**src/rtl/contador_arb_if.sv**
```systemverilog
// Request/grant bundle between the counter clients and the contador_arb scheduler.
// The master side drives requests and the enable; the slave side is the arbiter.
interface contador_arb_if #(
    parameter int WIDTH = 4,
    parameter int NREQ  = 4
);
    localparam int OW = (NREQ > 1) ? $clog2(NREQ) : 1;

    logic             enable;
    logic [NREQ-1:0]  req;
    logic [NREQ-1:0]  dir;
    logic [NREQ-1:0]  lock;
    logic [NREQ-1:0]  gnt;
    logic             locked;
    logic [OW-1:0]    owner;
    logic             stall;
    logic [WIDTH-1:0] cuenta;
    logic             empty;
    logic             full;

    modport master (
        output enable, req, dir, lock,
        input  gnt, locked, owner, stall, cuenta, empty, full
    );

    modport slave (
        input  enable, req, dir, lock,
        output gnt, locked, owner, stall, cuenta, empty, full
    );
endinterface

```
**src/rtl/contador_arb.sv**
```systemverilog
// Round-robin scheduler for one shared up/down saturating counter.
// One step is granted per clock; steps that would wrap the count are held back.
// A granted requester holding lock keeps exclusive ownership for burst steps.

// Per-requester eligibility: a request is blocked only when its step would
// push the count past full (up) or below empty (down).
module contador_arb_lane (
    input  logic req,
    input  logic dir,
    input  logic full,
    input  logic empty,
    output logic elig,
    output logic blk
);
    assign elig = req & ~(dir & full) & ~(~dir & empty);
    assign blk  = req & ~elig;
endmodule

module contador_arb #(
    parameter int WIDTH = 4,
    parameter int NREQ  = 4
) (
    input  logic           clk,
    input  logic           rst,
    contador_arb_if.slave  bus
);
    localparam int OW = (NREQ > 1) ? $clog2(NREQ) : 1;

    typedef enum logic {FREE, LOCKED} state_t;

    state_t           state_q, state_d;
    logic [WIDTH-1:0] cuenta_q, cuenta_d;
    logic [NREQ-1:0]  gnt_q, gnt_d;
    logic [OW-1:0]    ptr_q, ptr_d;
    logic [OW-1:0]    owner_q, owner_d;
    logic             stall_q, stall_d;

    logic             full, empty;
    logic [NREQ-1:0]  elig, blk;
    logic             rr_found;
    logic [OW-1:0]    rr_win;
    logic [OW-1:0]    rr_nxt;
    logic [OW-1:0]    sel;
    logic [WIDTH-1:0] stepped;

    assign full  = &cuenta_q;
    assign empty = ~|cuenta_q;

    genvar g;
    generate
        for (g = 0; g < NREQ; g++) begin : g_lane
            contador_arb_lane u_lane (
                .req   (bus.req[g]),
                .dir   (bus.dir[g]),
                .full  (full),
                .empty (empty),
                .elig  (elig[g]),
                .blk   (blk[g])
            );
        end
    endgenerate

    // Round-robin search: first eligible requester starting at ptr, wrapping mod NREQ.
    always_comb begin
        int idx;
        rr_found = 1'b0;
        rr_win   = '0;
        idx      = 0;
        for (int k = 0; k < NREQ; k++) begin
            idx = int'(ptr_q) + k;
            if (idx >= NREQ) idx = idx - NREQ;
            if (!rr_found && elig[idx]) begin
                rr_found = 1'b1;
                rr_win   = OW'(idx);
            end
        end
    end

    assign rr_nxt = (rr_win == OW'(NREQ - 1)) ? '0 : rr_win + OW'(1);

    // The stepped value only matters for whichever requester actually wins.
    assign sel     = (state_q == LOCKED && bus.lock[owner_q]) ? owner_q : rr_win;
    assign stepped = bus.dir[sel] ? cuenta_q + WIDTH'(1) : cuenta_q - WIDTH'(1);

    // Next-state and grant decision; lock release is checked before the owner
    // path so a dropped lock rearbitrates on the same edge.
    always_comb begin
        state_d  = state_q;
        gnt_d    = '0;
        cuenta_d = cuenta_q;
        ptr_d    = ptr_q;
        owner_d  = owner_q;
        stall_d  = 1'b0;
        if (bus.enable) begin
            if (state_q == LOCKED && bus.lock[owner_q]) begin
                // Only the owner is considered; others neither win nor stall.
                stall_d = blk[owner_q];
                if (elig[owner_q]) begin
                    gnt_d[owner_q] = 1'b1;
                    cuenta_d       = stepped;
                end
            end else begin
                state_d = FREE;
                stall_d = |blk;
                if (rr_found) begin
                    gnt_d[rr_win] = 1'b1;
                    cuenta_d      = stepped;
                    ptr_d         = rr_nxt;
                    if (bus.lock[rr_win]) begin
                        state_d = LOCKED;
                        owner_d = rr_win;
                    end
                end
            end
        end
    end

    // State register; reset wins over enable and every request.
    always_ff @(posedge clk) begin
        if (rst) begin
            state_q  <= FREE;
            cuenta_q <= '0;
            gnt_q    <= '0;
            ptr_q    <= '0;
            owner_q  <= '0;
            stall_q  <= 1'b0;
        end else begin
            state_q  <= state_d;
            cuenta_q <= cuenta_d;
            gnt_q    <= gnt_d;
            ptr_q    <= ptr_d;
            owner_q  <= owner_d;
            stall_q  <= stall_d;
        end
    end

    assign bus.gnt    = gnt_q;
    assign bus.locked = (state_q == LOCKED);
    assign bus.owner  = owner_q;
    assign bus.stall  = stall_q;
    assign bus.cuenta = cuenta_q;
    assign bus.empty  = empty;
    assign bus.full   = full;
endmodule

```
**src/flat_wrapper.sv**
```systemverilog
// flat-port wrapper written by rule: the top's interface ports become plain ports
module contador_arb_flat 
#(
    parameter int WIDTH = 4,
    parameter int NREQ  = 4
)
  (clk, rst, bus_enable, bus_req, bus_dir, bus_lock, bus_gnt, bus_locked, bus_owner, bus_stall, bus_cuenta, bus_empty, bus_full);
  contador_arb_if #(.WIDTH(WIDTH), .NREQ(NREQ)) bus_i ();
  input  logic clk;
  input  logic rst;
  input wire logic [$bits(bus_i.enable)-1:0] bus_enable;
  input wire logic [$bits(bus_i.req)-1:0] bus_req;
  input wire logic [$bits(bus_i.dir)-1:0] bus_dir;
  input wire logic [$bits(bus_i.lock)-1:0] bus_lock;
  output wire logic [$bits(bus_i.gnt)-1:0] bus_gnt;
  output wire logic [$bits(bus_i.locked)-1:0] bus_locked;
  output wire logic [$bits(bus_i.owner)-1:0] bus_owner;
  output wire logic [$bits(bus_i.stall)-1:0] bus_stall;
  output wire logic [$bits(bus_i.cuenta)-1:0] bus_cuenta;
  output wire logic [$bits(bus_i.empty)-1:0] bus_empty;
  output wire logic [$bits(bus_i.full)-1:0] bus_full;
  assign bus_i.enable = bus_enable;
  assign bus_i.req = bus_req;
  assign bus_i.dir = bus_dir;
  assign bus_i.lock = bus_lock;
  assign bus_gnt = bus_i.gnt;
  assign bus_locked = bus_i.locked;
  assign bus_owner = bus_i.owner;
  assign bus_stall = bus_i.stall;
  assign bus_cuenta = bus_i.cuenta;
  assign bus_empty = bus_i.empty;
  assign bus_full = bus_i.full;
  contador_arb #(.WIDTH(WIDTH), .NREQ(NREQ)) u_core (.clk(clk), .rst(rst), .bus(bus_i));
endmodule
```
**config.mk**
```make
export PLATFORM = sky130hd
export DESIGN_NAME = contador_arb_flat
export DESIGN_NICKNAME = d
export VERILOG_FILES = /design/src/rtl/contador_arb_if.sv /design/src/rtl/contador_arb.sv /design/src/flat_wrapper.sv
export SDC_FILE = /design/constraint.sdc
export NUM_CORES = 1
export LEC_CHECK = 0
export BUFFER_PORTS_ARGS = -buffer_cell sky130_fd_sc_hd__buf_2
export CAP_MARGIN = 15
export CORE_MARGIN = 4
export CORE_UTILIZATION = 30
export DETAILED_ROUTE_END_ITERATION = 8
export MAX_ROUTING_LAYER = met4
export PLACE_DENSITY_LB_ADDON = 0.3
export SLEW_MARGIN = 20
export SYNTH_ARGS = -nofsm -noshare
export SYNTH_HDL_FRONTEND = slang
export SYNTH_HIERARCHICAL = 1
export SYNTH_SLANG_ARGS = --single-unit
export TNS_END_PERCENT = 100
```
**constraint.sdc**
```tcl
create_clock -name clk -period 4.3 [get_ports clk]
set_input_delay 0.86 -clock clk [delete_from_list [all_inputs] [get_ports clk]]
set_output_delay 0.86 -clock clk [all_outputs]
set_load 0.01 [all_outputs]
```
After elaboration in Yosys (flattened, before gate mapping). Index checks and enable logic that the tools add are counted.

Register bits: 14. Logic and storage cells: 138. Input port bits: 15. Output and inout port bits: 14.

$add $sub $neg: 10. Mux-type cells: 50. Reductions and logical operators: 19. Order comparisons: 13. Bitwise gates (word level): 38. Eq/ne operators: 2.

Operators by type and width (count): < comparator 32 x 4 -> 1 bit (second input constant) (4); 2-to-1 mux 32 bit (4); >= comparator 32 x 4 -> 1 bit (second input constant) (3); subtractor 32 x 4 -> 32 bit (second input constant) (3); 2-to-1 mux 4 bit (7); 2-to-1 mux 1 bit (22); bitwise AND 1 bit (20); binary-select mux 1 bit (select 2 bit) (9); inverter 1 bit (18); 2-to-1 mux 2 bit (6); < comparator 2 x 3 -> 1 bit (second input constant) (3); AND reduction 4 bit (2); OR reduction 4 bit (2); adder 2 x 2 -> 3 bit (second input constant) (2); logical AND 1 bit (6); AND reduction 3 bit (2); adder 4 x 1 -> 4 bit (second input constant) (1); demux 1 bit (select 2 bit) (2); >= comparator 2 x 1 -> 1 bit (second input constant) (2); logical NOT 1 bit (4); subtractor 2 x 3 -> 4 bit (second input constant) (1); subtractor 4 x 1 -> 4 bit (second input constant) (1); adder 2 x 1 -> 3 bit (second input constant) (1); >= comparator 2 x 3 -> 1 bit (second input constant) (1); other kinds (6) (6).

Logic depth before layout (Yosys ltp). Gate-level depths: netlist (run 1).

Depth in word-level cells: 24. Gate-level depth with buffers: 15. Mapped depth without buffers: 15.

Modules after synthesis. Netlist (run 1), hierarchy kept.

By module, submodules not included: contador_arb (sequential area each 280.3 um^2, instances 1, cells an instance 123, area each 1071.0 um^2); contador_arb_lane (sequential area each 0.0 um^2, instances 4, cells an instance 3, area each 22.5 um^2).

Worst setup path after synthesis (run 1). Ideal clock, no wire load.

Kind: reg2reg. From: reg u_core.cuenta_q[2] (netlist: u_core/bus.cuenta[2]). To: reg u_core.cuenta_q[2] (netlist: u_core/bus.cuenta[2]). Setup slack: 0.692 ns. Data arrival time: 3.485 ns. Cell stages (with the launch flop): 14. Setup time: 0.123 ns. Required time: 4.177 ns. Path buffers: 0. Clock period less this slack: 3.608 ns. Path through: dfxtp_1 nor4_1 mux2i_1 and2_1 nor2b_4 o21a_1 o41ai_4 mux2i_1 mux2i_4 xnor2_1 ha_1 nor3_1 mux2i_1 mux2_1.

Longest elaborated chain between the ends: 24. Elaborated cells between the ends (all ways): 67. Those cells by class: add/sub: 2; eq/ne: 1; mux: 29; bitwise: 24; reduce/logical: 11.

RTL lines: from (decl) (line contador_arb.sv:32) `logic [WIDTH-1:0] cuenta_q, cuenta_d;`; from (signal assigned) (line contador_arb.sv:129) `cuenta_q <= cuenta_d;`; OR reduction 4 bit * (line contador_arb.sv:47) `assign empty = ~|cuenta_q;`; logical NOT 1 bit * (line contador_arb.sv:47); named net bus_empty (line flat_wrapper.sv:20) `output wire logic [$bits(bus_i.empty)-1:0] bus_empty;`; bitwise AND 1 bit * (line contador_arb.sv:15) `assign elig = req & ~(dir & full) & ~(~dir & empty);`; inverter 1 bit * (line contador_arb.sv:15); bitwise AND 1 bit * (line contador_arb.sv:15); named net u_core.elig[2] (line contador_arb.sv:39) `logic [NREQ-1:0] elig, blk;`; binary-select mux 1 bit (select 2 bit) (line contador_arb.sv:72) `if (!rr_found && elig[idx]) begin`; (+10 left out); logical AND 1 bit (line contador_arb.sv:72); 2-to-1 mux 2 bit (line contador_arb.sv:72); 2-to-1 mux 2 bit (line contador_arb.sv:82) `assign sel = (state_q == LOCKED && bus.lock[owner_q]) ? owner_q : rr_win;`; binary-select mux 1 bit (select 2 bit) (line contador_arb.sv:83) `assign stepped = bus.dir[sel] ? cuenta_q + WIDTH'(1) : cuenta_q - WIDTH'(1);`; 2-to-1 mux 1 bit (implied by the code) (line contador_arb.sv:83); 2-to-1 mux 4 bit (line contador_arb.sv:83); 2-to-1 mux 4 bit, on equally long branches (line contador_arb.sv:105, contador_arb.sv:98); 2-to-1 mux 4 bit (line contador_arb.sv:95) `if (state_q == LOCKED && bus.lock[owner_q]) begin`.

The timed path passes the listed nets; every way through them passes the cells marked *. The select of a mux whose other input is x is not followed. A chain may end at the register's enable or synchronous reset.

Worst setup path in the final report (run 1).
From: reg u_core.cuenta_q[2] (netlist: u_core/bus.cuenta[2]). To: reg u_core.cuenta_q[2] (netlist: u_core/bus.cuenta[2]).

Longest elaborated chain between the ends: 24. Elaborated cells between the ends (all ways): 67. Those cells by class: add/sub: 2; eq/ne: 1; mux: 29; bitwise: 24; reduce/logical: 11.

RTL lines (line): AND reduction 4 bit or OR reduction 4 bit (tied branches) (contador_arb.sv:46, contador_arb.sv:47); bitwise AND 1 bit or logical NOT 1 bit (tied branches) (contador_arb.sv:15, contador_arb.sv:47); inverter 1 bit or bitwise AND 1 bit (tied branches) (contador_arb.sv:15); bitwise AND 1 bit or inverter 1 bit (tied branches) (contador_arb.sv:15); bitwise AND 1 bit * (contador_arb.sv:15); named net u_core.elig[2] (contador_arb.sv:39); binary-select mux 1 bit (select 2 bit) (contador_arb.sv:72); 2-to-1 mux 1 bit (implied by the code) (2 in a row) (contador_arb.sv:72); (+8 left out); logical AND 1 bit (contador_arb.sv:72); 2-to-1 mux 2 bit (contador_arb.sv:72); 2-to-1 mux 2 bit (contador_arb.sv:82); binary-select mux 1 bit (select 2 bit) (contador_arb.sv:83); 2-to-1 mux 1 bit (implied by the code) (contador_arb.sv:83); 2-to-1 mux 4 bit (contador_arb.sv:83); 2-to-1 mux 4 bit, on equally long branches (contador_arb.sv:105, contador_arb.sv:98); 2-to-1 mux 4 bit (contador_arb.sv:95).

Marks and branches as above.

==> metrics.md, run 1 <==
| Metric | Value |
|---|---|
| Status | finished, final reports clean |
| Post-DRT Antenna Nets | 0 |
| Die Wd | 70.2 um |
| Crit start category | flip-flop |
| Static Leak | 0.605 nW |
| Worst skew pair latency | 0.24 ns |
| YS warnings | 6 |
| Minimum clock period | 3.75 ns |
| Crit. End Element | flip-flop |
| Tightest Pin Transition | 0.698 ns |
| RSZ-0062 raised after global routing | no |
| Sw Ratio | 43.9% |
| Slowest CP cell | nor4_1 |
| Hold Crit Class | reg -> reg |
| Yosys cell types | 41 |
| PortBufs | 28 |
| Setup tns final | 0 ns |
| Iteration-0 DRC Markers | 40 |
| Syn Area/Cell | 8.60 um2 |
| N_diodes | 0 |
| Vias per inst | 5.10 |
| Critical Path End | u_core/bus.cuenta[2] |
| Slew Viols, Final | 0 |
| Final Skew | 0.00287 ns |
| Clk sinks | 14 |
| Share of layout cells above drive strength 1 | 24.5% |
| Post-DP HPWL | 2320 um |
| Root Driver | clkbuf_8 |
| Setup CP Type | reg -> reg |
| Reg2reg path depth | 14 |
| Largest net degree at the start of global routing | 13 |
| Postcts setup bufs | 0 |
| Antenna violations before repair | 0 |
| Sequential share of power | 27.1% |
| Most frequent cells in the layout | 28 x buf_2, 20 x nor2_1, 14 x dfxtp_1 |
| Min-delay src | u_core/bus.locked |
| Sw power | 0.353 mW |
| Req. time, crit path | 4.42 ns |
| Hold-fix buffers, CTS | 0 |
| Vias | 1,076 |
| H-tree depth | 1 |
| Crit path max fanout | 6 |
| Initial Util | 31.5% |
| Core Rows | 22 |
| Seq/Total Area, Yosys | 24.1% |
| Most used cell, CP | mux2i_1 |
| Die Area | 4930 um2 |
| Top delay family on crit path | multiplexers |
| First-pass iteration count of the detailed router | 4 |
| TritonCTS buffer count | 3 |
| Reg2Reg Launch Point | u_core/bus.cuenta[2] |
| Ports | 29 |
| Final net count | 185 |
| Clk slew on worst S/H paths | 0.06 ns |
| Die Ht | 70.2 um |
| Max incr delay on CP | 0.64 ns |
| Slew headroom | 53.0% |
| Period utilization | 87.2% |
| Area growth, synth to finish | 19.1% |
| Crit-path cells | nor4_1 > mux2i_1 > and2_1 > nor2b_4 > o21a_1 > o41ai_4 > mux2i_1 > mux2i_4 > xnor2_1 > ha_1 > inv_1 > nor2_1 > mux2i_1 > mux2_1 |
| CTS Buffer Depth | 2 |
| Mapped Nets | 155 |
| CTS tree | built |
| Number of flops mapped to enable cells by yosys | 0 |
| Critical path buffer and inverter count | 1 |
| Max Cap Viol | 0 |
| Resize count post-CTS | 0 |
| Leading cell type in the layout, fill and taps excluded | buf_2 |
| Drt drc | 0 |
| Final setup fails | 0 |
| P_int | 0.450 mW |
| Routed len/inst | 13.7 um |
| Gpl congestion | 0.816 |
| Fmax | 267 MHz |
| Synth Flop Type | dfxtp_1 |
| Setup crit start | u_core/bus.cuenta[2] |
| Max IR drop VDD | 0.232 mV |
| #FFs+latches synth | 14 |
| PD cells | 580 nW/um2 |
| First-pass GRT wire length | 5140 um |
| CP Data Arrival Time | 3.87 ns |
| FF-to-FF End | u_core/bus.cuenta[2] |
| WL final | 2890 um |
| Clk network pwr share | 12.9% |
| Asr flop ratio synth | 0% |
| Combinational power share | 60.0% |
| Post-Syn Area | 1160 um2 |
| Number of global-route vias before repair | 1,119 |
| Overall Global Routing Usage | 13.0% |
| R2r setup slk | 0.55 ns |
| Post-Syn Instances | 135 |
| Utilization after layout | 37.5% |
| Final hold viol count | 0 |
| Area of the core | 3690 um2 |
| CP Depth | 14 |
| GRT overflow | 0 |
registers in the layout (all words and copies together) (netlist names):
| name | cells |
|---|---|
| u_core/bus.cuenta | 4 |
| u_core/bus.gnt | 4 |
| u_core/bus.owner | 2 |
| u_core/ptr_q | 2 |
| u_core/bus.locked | 1 |
| u_core/bus.stall | 1 |
power groups by stage:
stage	registers [mW]	clock network [mW]	logic [mW]
after CTS	0.218	0.109	0.483
after detailed placement	0.220	0	0.479
after global routing	0.224	0.116	0.543
after floorplan	0.211	0	0.374
final	0.217	0.104	0.482
after global placement	0.217	0	0.470
tightest hold or removal path: cells and delay by family, from the launching register on:
family           cells  cell delay [ns]
flip-flops           1             0.34
AND/OR/NAND/NOR      1             0.07
AO/OA/AOI/OAI        1             0.06
how the worst min path moves through the flow:
stage	cells after the start	end	slack [ns]
6_report	2	u_core/bus.locked	0.52
5_1_grt	2	u_core/bus.locked	0.56
4_1_cts	2	u_core/bus.locked	0.53
3_5_place_dp	2	u_core/bus.locked	0.52
3_3_place_gp	2	u_core/bus.locked	0.48
2_1_floorplan	2	u_core/ptr_q[1]	0.49
layer usage:
layer	vias up	global-route usage [%]	part of all wire, %
li1	538	-	-
met1	515	15.0	45
met2	21	22.4	50
met3	2	4.03	4.4
met4	0	2.34	0.28
met5	-	-	0
area by class of cell:
class                      instances  area, um2
inverter                           7       26.3
sequential                        14        280
fill                             405       2310
tap                               48       60.1
clock buffer                       3       41.3
multi-input combinational        111        835
timing repair buffer              28        140
metrics by stage:
stage / cell area (um2) / setup WS (ns) / hold slack, ns / total power [mW] / std cells
floorplan: 1160 / 0.692 / 0.487 / 0.585 / 135
global placement: 1340 / 0.693 / 0.480 / 0.686 / 208
detailed placement: 1340 / 0.523 / 0.518 / 0.698 / 208
CTS: 1380 / 0.498 / 0.529 / 0.809 / 211
global route: 1380 / 0.214 / 0.558 / 0.882 / 211
finish: 1380 / 0.549 / 0.518 / 0.803 / 211
cell families after synthesis:
logic type / synth area share, %
DFF: 24.1
and+or+nand+nor: 24.5
AOI/OAI and AO/OA: 20.2
buffers and inverters: 3.99
muxes: 20.4
adders and majority gates: 5.39
xor gates and xnor gates: 1.51
Yosys cell counts, types with 2 or more instances:
library cell | count | share of area (%)
a21oi_1 | 7 | 3.0
a32oi_1 | 3 | 2.3
and2_1 | 6 | 3.2
dfxtp_1 | 14 | 24
ha_1 | 5 | 5.4
inv_1 | 6 | 1.9
mux2_1 | 2 | 1.9
mux2_2 | 2 | 1.9
mux2i_1 | 12 | 10
mux2i_4 | 2 | 3.9
nand2_1 | 10 | 3.2
nand2b_1 | 3 | 1.6
nand3_1 | 4 | 1.7
nor2_1 | 20 | 6.5
nor2b_1 | 8 | 4.3
nor4_1 | 2 | 1.1
o21ai_0 | 5 | 2.2
Power figures use the tool's default switching activity.
==> run 2, diff against run 1 <==
ABC_AREA = 1   (was default)
SYNTH_HIERARCHICAL = default   (was 1)
TNS_END_PERCENT = default   (was 100)
==> run 2 against run 1 <==
Worst setup slack better by 0.80 ns. Critical path depth rose by 12. Total power rose by 70%. Maximum frequency rose by 27%. Combinational power increased by 110%. First-iteration DRC count is 140% higher. Cell count grew 39%. Sequential power increased by 8%. Final area increased by 15%. Core utilization down 1.1 points. Non-clock buffer count unchanged. Sequential share of layout area is 2.7 points lower. Highest routed layer unchanged.
==> metrics.md, run 2 <==
| Metric | Value |
|---|---|
| Crit. End Element | flip-flop |
| Max incr delay on CP | 0.16 ns (-0.48 ns) |
| P_int | 0.589 mW (+31%) |
| Minimum clock period | 2.95 ns (-0.798 ns) |
| Top delay family on crit path | simple AND/OR/NAND/NOR gates |
| CP Data Arrival Time | 3.09 ns (-0.78 ns) |
| Sw power | 0.778 mW (+120%) |
| Worst skew pair latency | 0.24 ns (about the same) |
| Core Rows | 24 (+9.1%) |
| Slew Viols, Final | 0 (unchanged) |
| Antenna violations before repair | 0 (unchanged) |
| Sequential share of power | 17.2% (-9.9 points) |
| Fmax | 339 MHz (+27%) |
| Seq/Total Area, Yosys | 20.6% (-3.5 points) |
| Crit path max fanout | 7 (+1) |
| Synth Flop Type | dfxtp_1 |
| Post-Syn Instances | 212 (+57%) |
| Post-DRT Antenna Nets | 0 (unchanged) |
| Share of layout cells above drive strength 1 | 28.6% (+4.1 points) |
| Largest net degree at the start of global routing | 14 (+1) |
| Reg area | 280 um2 (unchanged) |
| Static Leak | 0.826 nW (+37%) |
| Routed len/inst | 12.2 um (-11%) |
| Root Driver | clkbuf_8 |
| DP Cell Count | 290 (+39%) |
| Critical path buffer and inverter count | 4 (+3) |
| Iteration-0 DRC Markers | 97 (+140%) |
| Period utilization | 68.7% (-19 points) |
| Final net count | 263 (+42%) |
| CTS tree | built |
| Slew headroom | 63.3% (+10 points) |
| Tightest Pin Transition | 0.547 ns (-0.151 ns) |
| YS warnings | 0 (-6) |
| Final Skew | 0.00199 ns (-0.000884 ns) |
| Vias | 1,421 (+32%) |
| Yosys cell types | 28 (-32%) |
| Placed instance area | 1550 um2 (+16%) |
| Overall Global Routing Usage | 14.1% (+1.1 points) |
| First-pass iteration count of the detailed router | 4 (unchanged) |
| Hold-fix buffers, CTS | 0 (unchanged) |
| Resize count post-CTS | 0 (unchanged) |
| RSZ-0062 raised after global routing | no |
| Top-count cell post-synth | nand2_1 |
| Setup CP Type | in -> reg |
| Design Area, Final | 1590 um2 (+15%) |
| Max IR drop VDD | 0.294 mV (+26%) |
| Synth top area cells | dfxtp_1 21%, nand2_1 14%, nand3_1 11% |
| Ports | 29 (unchanged) |
| Most used cell, CP | nand2_1 |
| Clk slew on worst S/H paths | 0.05 ns (about the same) |
| H-tree depth | 1 (unchanged) |
| Area of the core | 4380 um2 (+19%) |
| CTS Buffer Depth | 2 (unchanged) |
| Die Wd | 75.3 um (+7.3%) |
| WL final | 3570 um (+24%) |
| Status | finished, final reports clean |
| Post-Syn Area | 1360 um2 (+17%) |
| Top-area cell type share of the netlist area | 20.6% (-3.5 points) |
| TritonCTS buffer count | 3 (unchanged) |
| Mapped Nets | 232 (+50%) |
| First-pass GRT wire length | 6000 um (+17%) |
| Fill cell count | 494 (+22%) |
| Multi-input gate area | 988 um2 (+18%) |
| Initial Util | 31.0% (-0.46 points) |
| Gpl congestion | 0.851 (+4.2%) |
| Req. time, crit path | 4.44 ns (+0.02 ns) |
| Post-DP HPWL | 2880 um (+24%) |
| Number of flops mapped to enable cells by yosys | 0 (unchanged) |
| Sw Ratio | 56.9% (+13 points) |
| Clk network pwr share | 7.7% (-5.2 points) |
| Max Cap Viol | 0 (unchanged) |
| Asr flop ratio synth | 0% (unchanged) |
| Die Ht | 75.3 um (+7.3%) |
| Most frequent cells in the layout | 49 x nand2_1, 29 x nand3_1, 28 x buf_2 |
| Yosys top cell by area | dfxtp_1 |
| Setup tns final | 0 ns (unchanged) |
| PD cells | 857 nW/um2 (+48%) |
| Final non-filler cell total | 293 (+39%) |
| Final setup fails | 0 (unchanged) |
| Commonest cells post-synth | 49 x nand2_1, 29 x nand3_1, 20 x inv_1, 20 x nand2_2, 19 x nor2_1 |
| Final hold slack | 0.488 ns (-0.0293 ns) |
| Crit start category | primary input |
| N_diodes | 0 (unchanged) |
| GRT overflow | 0 (unchanged) |
| Clk sinks | 14 (unchanged) |
| Postcts setup bufs | 0 (unchanged) |
| Area growth, synth to finish | 17.2% |
| Combinational power share | 75.1% (+15 points) |
| Drt drc | 0 (unchanged) |
| Vias per inst | 4.85 (-4.9%) |
| Syn Area/Cell | 6.42 um2 (-25%) |
| Slowest CP cell | nand3_2 |
| Hold Crit Class | reg -> reg |
| Final hold viol count | 0 (unchanged) |
| Die Area | 5670 um2 (+15%) |
| Number of global-route vias before repair | 1,338 (+20%) |
| Leading cell type in the layout, fill and taps excluded | nand2_1 |
| PortBufs | 28 (unchanged) |
| #FFs+latches synth | 14 (unchanged) |
## run 2: worst paths after layout
| kind | from | endpoint | slack [ns] | cells past startpoint |
|---|---|---|---|---|
| setup / recovery | bus_dir[3] | u_core.bus.cuenta[2] | 1.35 | 26 |
| hold / removal | u_core.bus.locked | u_core.bus.locked | 0.49 | 2 |
| setup reg to reg | u_core.bus.cuenta[0] | u_core.bus.cuenta[2] | 1.42 | 25 |
| hold reg to reg | u_core.bus.locked | u_core.bus.locked | 0.49 | 2 |
## run 2: area by class of cell
class | instances | area share (%)
repair buffers | 28 | 8.79
inverters | 21 | 4.95
multi-input cells | 175 | 62.0
well taps | 52 | 4.08
clock buffers | 3 | 2.59
flip-flops and latches | 14 | 17.6
## run 2: metrics by stage
step                      setup WS (ns)  total power, mW  util [%]
final                              1.35             1.37      36.4
after global routing               1.00             1.54      36.4
after CTS                          1.34             1.38      36.4
after detailed placement           1.08             1.26      35.4
after global placement             1.12             1.26      35.4
after floorplan                    1.54             1.05         -
## run 2: cell families (layout without fill, tap and decap cells)
kind of cell               count (synthesis)  count (layout)  share of synthesized area (%)
and+or+nand+nor                          138             138                           54.1
AOI/OAI and AO/OA                         31              31                           13.3
DFF                                       14              14                           20.6
buffers and inverters                     23              52                           6.72
xor gates and xnor gates                   1               1                          0.644
adders and majority gates                  5               5                           4.60
## run 2: power groups by stage
stage	combinational [mW]	sequential, mW	clock [mW]
2_1_floorplan	0.813	0.233	0
5_1_grt	1.18	0.243	0.116
3_5_place_dp	1.03	0.237	0
6_report	1.03	0.235	0.106
3_3_place_gp	1.03	0.237	0
4_1_cts	1.03	0.234	0.110
## run 2: worst reg2reg max path, cell delays in order (launching register included)
cell,delay (ns)
dfxtp_1,0.38
nor2_1,0.28
nand3_1,0.18
nand3_2,0.16
nand2_2,0.07
nand2_2,0.11
nand2_2,0.06
nand2_4,0.11
nand3_2,0.08
nand2_1,0.08
o21ai_2,0.06
nand2_2,0.16
nand2_1,0.09
nand2_2,0.10
nand3_2,0.12
nand2_1,0.11
nand2_1,0.05
nand2_1,0.05
inv_1,0.04
ha_1,0.16
inv_1,0.05
nand2_1,0.06
nand2_1,0.06
nand2_1,0.04
nor2_1,0.08
nor2_1,0.04
## run 2: routing by layer
layer | vias to the layer above | routed length [um] | track usage [%]
li1 | 766 | - | -
met1 | 625 | 1820 | 19.7
met3 | 5 | 160 | 1.58
met4 | 0 | 58 | 5.24
met2 | 25 | 1530 | 20.7
met5 | - | 0 | -
